File: config.mk
export PLATFORM = sky130hd
export DESIGN_NAME = pc_redirect
export DESIGN_NICKNAME = d
export VERILOG_FILES = /design/src/rtl/cpu_pkg.sv /design/src/rtl/flush_timer.sv /design/src/rtl/pc_redirect.sv
export SDC_FILE = /design/constraint.sdc
export NUM_CORES = 1
export LEC_CHECK = 0
export BUFFER_PORTS_ARGS = -buffer_cell sky130_fd_sc_hd__buf_2
export CAP_MARGIN = 20
export CORE_UTILIZATION = 40
export DETAILED_ROUTE_END_ITERATION = 16
export HOLD_SLACK_MARGIN = 0.08
export PLACE_DENSITY = 0.78
export SLEW_MARGIN = 20
export SYNTH_ARGS = -nofsm -noshare
export SYNTH_HDL_FRONTEND = slang
export SYNTH_HIERARCHICAL = 1
export SYNTH_SLANG_ARGS = --single-unit
export TNS_END_PERCENT = 1
File: constraint.sdc
create_clock -name clk -period 2.98 [get_ports clk]
set_input_delay 0.149 -clock clk [delete_from_list [all_inputs] [get_ports clk]]
set_output_delay 0.149 -clock clk [all_outputs]
set_load 0.005 [all_outputs]
File: src/rtl/cpu_pkg.sv
// ============================================================================
//  Module      : cpu_pkg
//  Description : Shared core definitions: jump-op codes, PC sequencer state
//                encoding, default reset vector and instruction-length coding.
//  Revision    : 1.0  initial release
// ============================================================================
`default_nettype none

package cpu_pkg;

    // Jump-condition unit operation codes
    typedef enum logic [2:0] {
        ZERO          = 3'd0,
        NOT_ZERO      = 3'd1,
        NEGATIVE      = 3'd2,
        POSITIVE      = 3'd3,
        UNCONDITIONAL = 3'd4
    } jmp_op_t;

    typedef enum logic [0:0] {
        ST_RUN   = 1'b0,
        ST_FLUSH = 1'b1
    } pc_state_t;

    typedef enum logic [0:0] {
        LEN_1W = 1'b0,
        LEN_2W = 1'b1
    } inst_len_t;

    localparam logic [31:0] c_default_reset_vector = 32'h0000_0000;
    localparam int          c_flush_cnt_w          = 3;

endpackage : cpu_pkg

`default_nettype wire

File: src/rtl/flush_timer.sv
// ============================================================================
//  Module      : flush_timer
//  Description : Loadable down-counter that stops at zero and flags done.
//  Revision    : 1.0  initial release
// ============================================================================
`default_nettype none

module flush_timer #(
    parameter int CNT_W = 3
) (
    input  logic             clk,
    input  logic             rst,
    input  logic             load,
    input  logic [CNT_W-1:0] load_val,
    input  logic             dec,
    output logic             done
);

    logic [CNT_W-1:0] r_cnt;

    always_ff @(posedge clk) begin
        if (rst) begin
            r_cnt <= '0;
        end else if (load) begin
            r_cnt <= load_val;
        end else if (dec && (r_cnt != '0)) begin
            r_cnt <= r_cnt - 1'b1;
        end
    end

    assign done = (r_cnt == '0);

endmodule : flush_timer

`default_nettype wire

File: src/rtl/pc_redirect.sv
// ============================================================================
//  Module      : pc_redirect
//  Description : Fetch PC sequencer with jump redirect, timed IF/ID flush,
//                stall hold and reset vector. Optional taken-jump statistics
//                counter enabled by macro PC_REDIRECT_STATS_EN.
//  Revision    : 1.0  initial release
// ============================================================================
`default_nettype none

module pc_redirect
    import cpu_pkg::*;
#(
    parameter int                ADDR_W       = 32,
    parameter logic [ADDR_W-1:0] RESET_VECTOR = ADDR_W'(c_default_reset_vector),
    parameter int                FLUSH_CYCLES = 2
) (
    input  logic              clk,
    input  logic              rst,
    input  logic              jmp,
    input  logic [ADDR_W-1:0] jmp_target,
    input  logic              stall,
    input  logic              inst_len2,
    output logic [ADDR_W-1:0] pc,
    output logic              flush,
    output logic              redirect,
    output logic [15:0]       jmp_count
);

    localparam logic [c_flush_cnt_w-1:0] c_flush_load = c_flush_cnt_w'(FLUSH_CYCLES - 1);

    pc_state_t         r_state, w_state_nxt;
    logic [ADDR_W-1:0] r_pc, w_pc_nxt, w_step;
    logic              r_flush, w_flush_nxt;
    logic              r_redirect, w_redirect_nxt;
    logic              w_load, w_dec, w_timer_done;

    assign w_step = (inst_len_t'(inst_len2) == LEN_2W) ? ADDR_W'(2) : ADDR_W'(1);

    flush_timer #(
        .CNT_W (c_flush_cnt_w)
    ) u_flush_timer (
        .clk      (clk),
        .rst      (rst),
        .load     (w_load),
        .load_val (c_flush_load),
        .dec      (w_dec),
        .done     (w_timer_done)
    );

    always_ff @(posedge clk) begin
        if (rst) begin
            r_state    <= ST_RUN;
            r_pc       <= RESET_VECTOR;
            r_flush    <= 1'b0;
            r_redirect <= 1'b0;
        end else begin
            r_state    <= w_state_nxt;
            r_pc       <= w_pc_nxt;
            r_flush    <= w_flush_nxt;
            r_redirect <= w_redirect_nxt;
        end
    end

    // jmp_target only reaches the PC mux on an accepted jump, so X on it is harmless otherwise
    always_comb begin
        w_state_nxt    = r_state;
        w_pc_nxt       = r_pc;
        w_flush_nxt    = 1'b0;
        w_redirect_nxt = 1'b0;
        w_load         = 1'b0;
        w_dec          = 1'b0;
        case (r_state)
            ST_RUN: begin
                if (jmp) begin
                    w_pc_nxt       = jmp_target;
                    w_redirect_nxt = 1'b1;
                    w_flush_nxt    = 1'b1;
                    w_load         = 1'b1;
                    w_state_nxt    = (FLUSH_CYCLES > 1) ? ST_FLUSH : ST_RUN;
                end else if (!stall) begin
                    w_pc_nxt = r_pc + w_step;
                end
            end
            ST_FLUSH: begin
                if (!stall) begin
                    w_pc_nxt = r_pc + w_step;
                end
                if (w_timer_done) begin
                    w_state_nxt = ST_RUN;
                end else begin
                    w_flush_nxt = 1'b1;
                    w_dec       = 1'b1;
                end
            end
            default: w_state_nxt = ST_RUN;
        endcase
    end

    assign pc       = r_pc;
    assign flush    = r_flush;
    assign redirect = r_redirect;

`ifdef PC_REDIRECT_STATS_EN
    logic [15:0] r_jmp_count;

    always_ff @(posedge clk) begin
        if (rst) begin
            r_jmp_count <= 16'h0000;
        end else if (w_redirect_nxt && (r_jmp_count != 16'hFFFF)) begin
            r_jmp_count <= r_jmp_count + 16'h0001;
        end
    end

    assign jmp_count = r_jmp_count;
`else
    assign jmp_count = 16'h0000;
`endif

endmodule : pc_redirect

`default_nettype wire
==> impl_metrics.csv <==
group,metric,value,unit
status,outcome,"completed",
timing,maxSlewViolCount,0,
cts,cts_tree,"done",
final_layout,n_antenna_cell,0,
floorplanning,core-area,5200,um^2
global_route,grt_pass1_wl,8.31,mm
synth,synthDistinctLibCells,43,
global_route,gr-total-overflow,0,
drt,detail_route.vias_per_cell,5.03,
timing,worst_pin_slew,0.714,ns
placement,dp_hpwl,3.53,mm
cts,postCtsResizedCells,0,
floorplanning,die_height,76.4,um
global_route,antenna_found_initial,0,
power_and_ir_drop,leakage,1.09,nW
timing,tns,0,ns
final_layout,finalInstanceArea,2590,um^2
critical_path,crit_family,"simple AND/OR/NAND/NOR gates",
timing,finalCritPeriodShare,86.1,%
final_layout,drive_gt1_share,29.1,%
drt,dr.pass1.iters,4,
placement,routabilityCongestion,0.743,
placement,numPortBuffers,70,
final_layout,fillers,511,
critical_path,rrSetupSlack,0.41,ns
cts,post_cts_buffers,0,
synth,synth_top_area_share,33.5,%
synth,yosysSeqAreaShare,33.5,%
cts,clock_latency,0.28,ns
floorplanning,fp.dieArea,5830,um^2
synth,synth_warnings,6,
cts,cts_sinks,37,
timing,rsz0062_at_grt,"no",
critical_path,critPathArrivalTime,2.75,ns
global_route,grt_pass1_vias,1859,
drt,drt_iter0_markers,88,
synth,synthSimpleGateAreaFrac,26.5,%
power_and_ir_drop,power_density,437,nW/um^2
final_layout,syn_to_final_growth,17.0,%
critical_path,end_kind,"flop",
final_layout,nNetsFinal,364,
critical_path,cpPeakStageDelay,0.69,ns
critical_path,crit_path_start_kind,"flop",
drt,ant_nets,0,
synth,synth_top_family_by_area,"simple AND/OR/NAND/NOR gates",
cts,path_clk_slew,0.07,ns
critical_path,slowest_stage,"or4_4",
synth,muxShareOfSynthArea,0.452,%
synth,synth_xor_xnor_area_share,11.5,%
drt,vias,1978,
timing,finalSetupViolCount,0,
critical_path,crit_buf_inv,1,
critical_path,criticalPathCategory,"reg -> reg",
min_path,hold_class,"in -> reg",
synth,synth_top_cells_by_area,"dfxtp_1 33%, a211oi_1 10%, nor2_1 6.8%",
placement,placed_cell_area,2510,um^2
global_route,gr-usage-all-layers,17.6,%
job,cap_violations,0,
critical_path,required,3.17,ns
floorplanning,die_w,76.4,um
floorplanning,start_util,42.5,%
power_and_ir_drop,vdd_drop_max,0.257,mV
drt,route.detailed.drc,0,
timing,slew_headroom,52.4,%
synth,syn_area,2210,um^2
synth,synth_fa_ha_area_share,3.17,%
critical_path,crit_path_cell_trace,"ha_1 > inv_1 > fa_1 > or4_4 > or3_2 > a311oi_1",
critical_path,critical_path.max_fanout,12,
synth,synth_area_per_cell,8.67,um^2
cts,htree_levels,2,
timing,skew,0.00505,ns
synth,synth-seq-cells,37,
drt,drt-total-wl,4.92,mm
cts,clock_path_buffers,2,
synth,syn_inst,255,
cts,root_buffer,"clkbuf_8",
floorplanning,fp-row-count,26,
cts,cts_hold_buf,0,
floorplanning,io_pins,87,
timing,period_needed,2.57,ns
drt,wire_per_inst,12.5,um
global_route,grt_max_degree,38,
synth,synth_area_leader_cell,"dfxtp_1",
synth,synth-compound-area-share,12.8,%
timing,hold_viol,0,
timing,max_freq,390,MHz
cts,numCtsBuffers,5,
-- per-layer routing --
metal | up-vias | global-route usage [%] | routed length (um)
li1 | 991 | - | -
met5 | - | 0 | 0
met2 | 68 | 31.1 | 2420
met4 | 0 | 4.62 | 12
met3 | 2 | 3.95 | 307
met1 | 917 | 21.4 | 2180
-- cells in the mapped netlist, drive strengths merged --
cell type,n
nor2,40
dfxtp,37
a211oi,30
buf,21
xnor2,16
xor2,13
inv,10
nand2,10
nand3,10
nor3,9
nand4,8
and4,4
clkbuf,4
dlygate4sd1,4
ha,4
or3,4
and3,3
nand3b,3
a21oi,2
a311oi,2
a31oi,2
and2,2
conb,2
nand2b,2
nor2b,2
nor3b,2
nor4,2
o21ai,2
fa,1
mux2i,1
nand4b,1
o21a,1
or4,1
-- through the flow --
step	hold slack, ns	cells	util, %	worst slack [ns]	total power [mW]
6_report	0.145	393	49.7	0.415	1.13
5_1_grt	0.143	393	49.7	0.270	1.20
4_1_cts	0.135	393	49.7	0.386	1.15
3_5_place_dp	0.444	385	48.2	0.432	0.812
3_3_place_gp	0.434	385	48.2	0.477	0.804
2_1_floorplan	0.218	272	-	0.686	0.742
-- logic make-up (layout without fill, tap and decap cells) --
logic type	after synthesis	in the layout
AND/OR/NAND/NOR	103	103
AO/OA/AOI/OAI	39	39
buffers and inverters	39	90
flip-flops	37	37
XOR/XNOR	29	29
adder cells (fa/ha/maj)	5	5
other	2	19
multiplexers	1	1
-- flip-flops by register name, summed over array words and instances, names as in the netlist --
| name | count |
|---|---|
| flush | 1 |
| u_flush_timer/r_cnt | 3 |
| redirect | 1 |
| pc | 32 |
-- cell usage in the layout (no fill, tap or decap), types with 3 or more instances in the layout --
master / n
a211oi_1: 30
and3_1: 3
buf_2: 70
clkbuf_1: 3
clkbuf_8: 5
conb_1: 19
dfxtp_1: 37
ha_1: 4
inv_1: 10
nand2_1: 10
nand3_1: 10
nand3b_1: 3
nand4_1: 7
nor2_1: 40
nor3_1: 3
nor3_2: 5
xnor2_1: 16
xor2_1: 13
-- path summary, 6_finish.rpt --
check / start / end / depth (start not counted)
setup / recovery: pc[0] / pc[16] / 6
hold reg to reg: u_flush_timer/r_cnt[2] / u_flush_timer/r_cnt[2] / 2
setup reg to reg: pc[0] / pc[16] / 6
hold / removal: jmp_target[23] / pc[23] / 3
-- where the power goes --
group	internal, mW	switching (mW)
registers	0.539	0.0487
clock network	0.166	0.164
logic	0.104	0.110
total	0.809	0.322
-- worst min-delay path: stages --
cell	delay (ns)
buf_2	0.10
nor2_1	0.09
a211oi_1	0.05
-- area by class of cell --
type                    instances  area, um^2  share of cell area (%)
well taps                      70        87.6                    3.38
clock buffers                   8        80.1                    3.09
inverters                      10        37.5                    1.45
flip-flops and latches         37         741                    28.6
repair buffers                 72         365                    14.1
multi-input cells             196        1280                    49.3
Power figures use the tool's default switching activity.
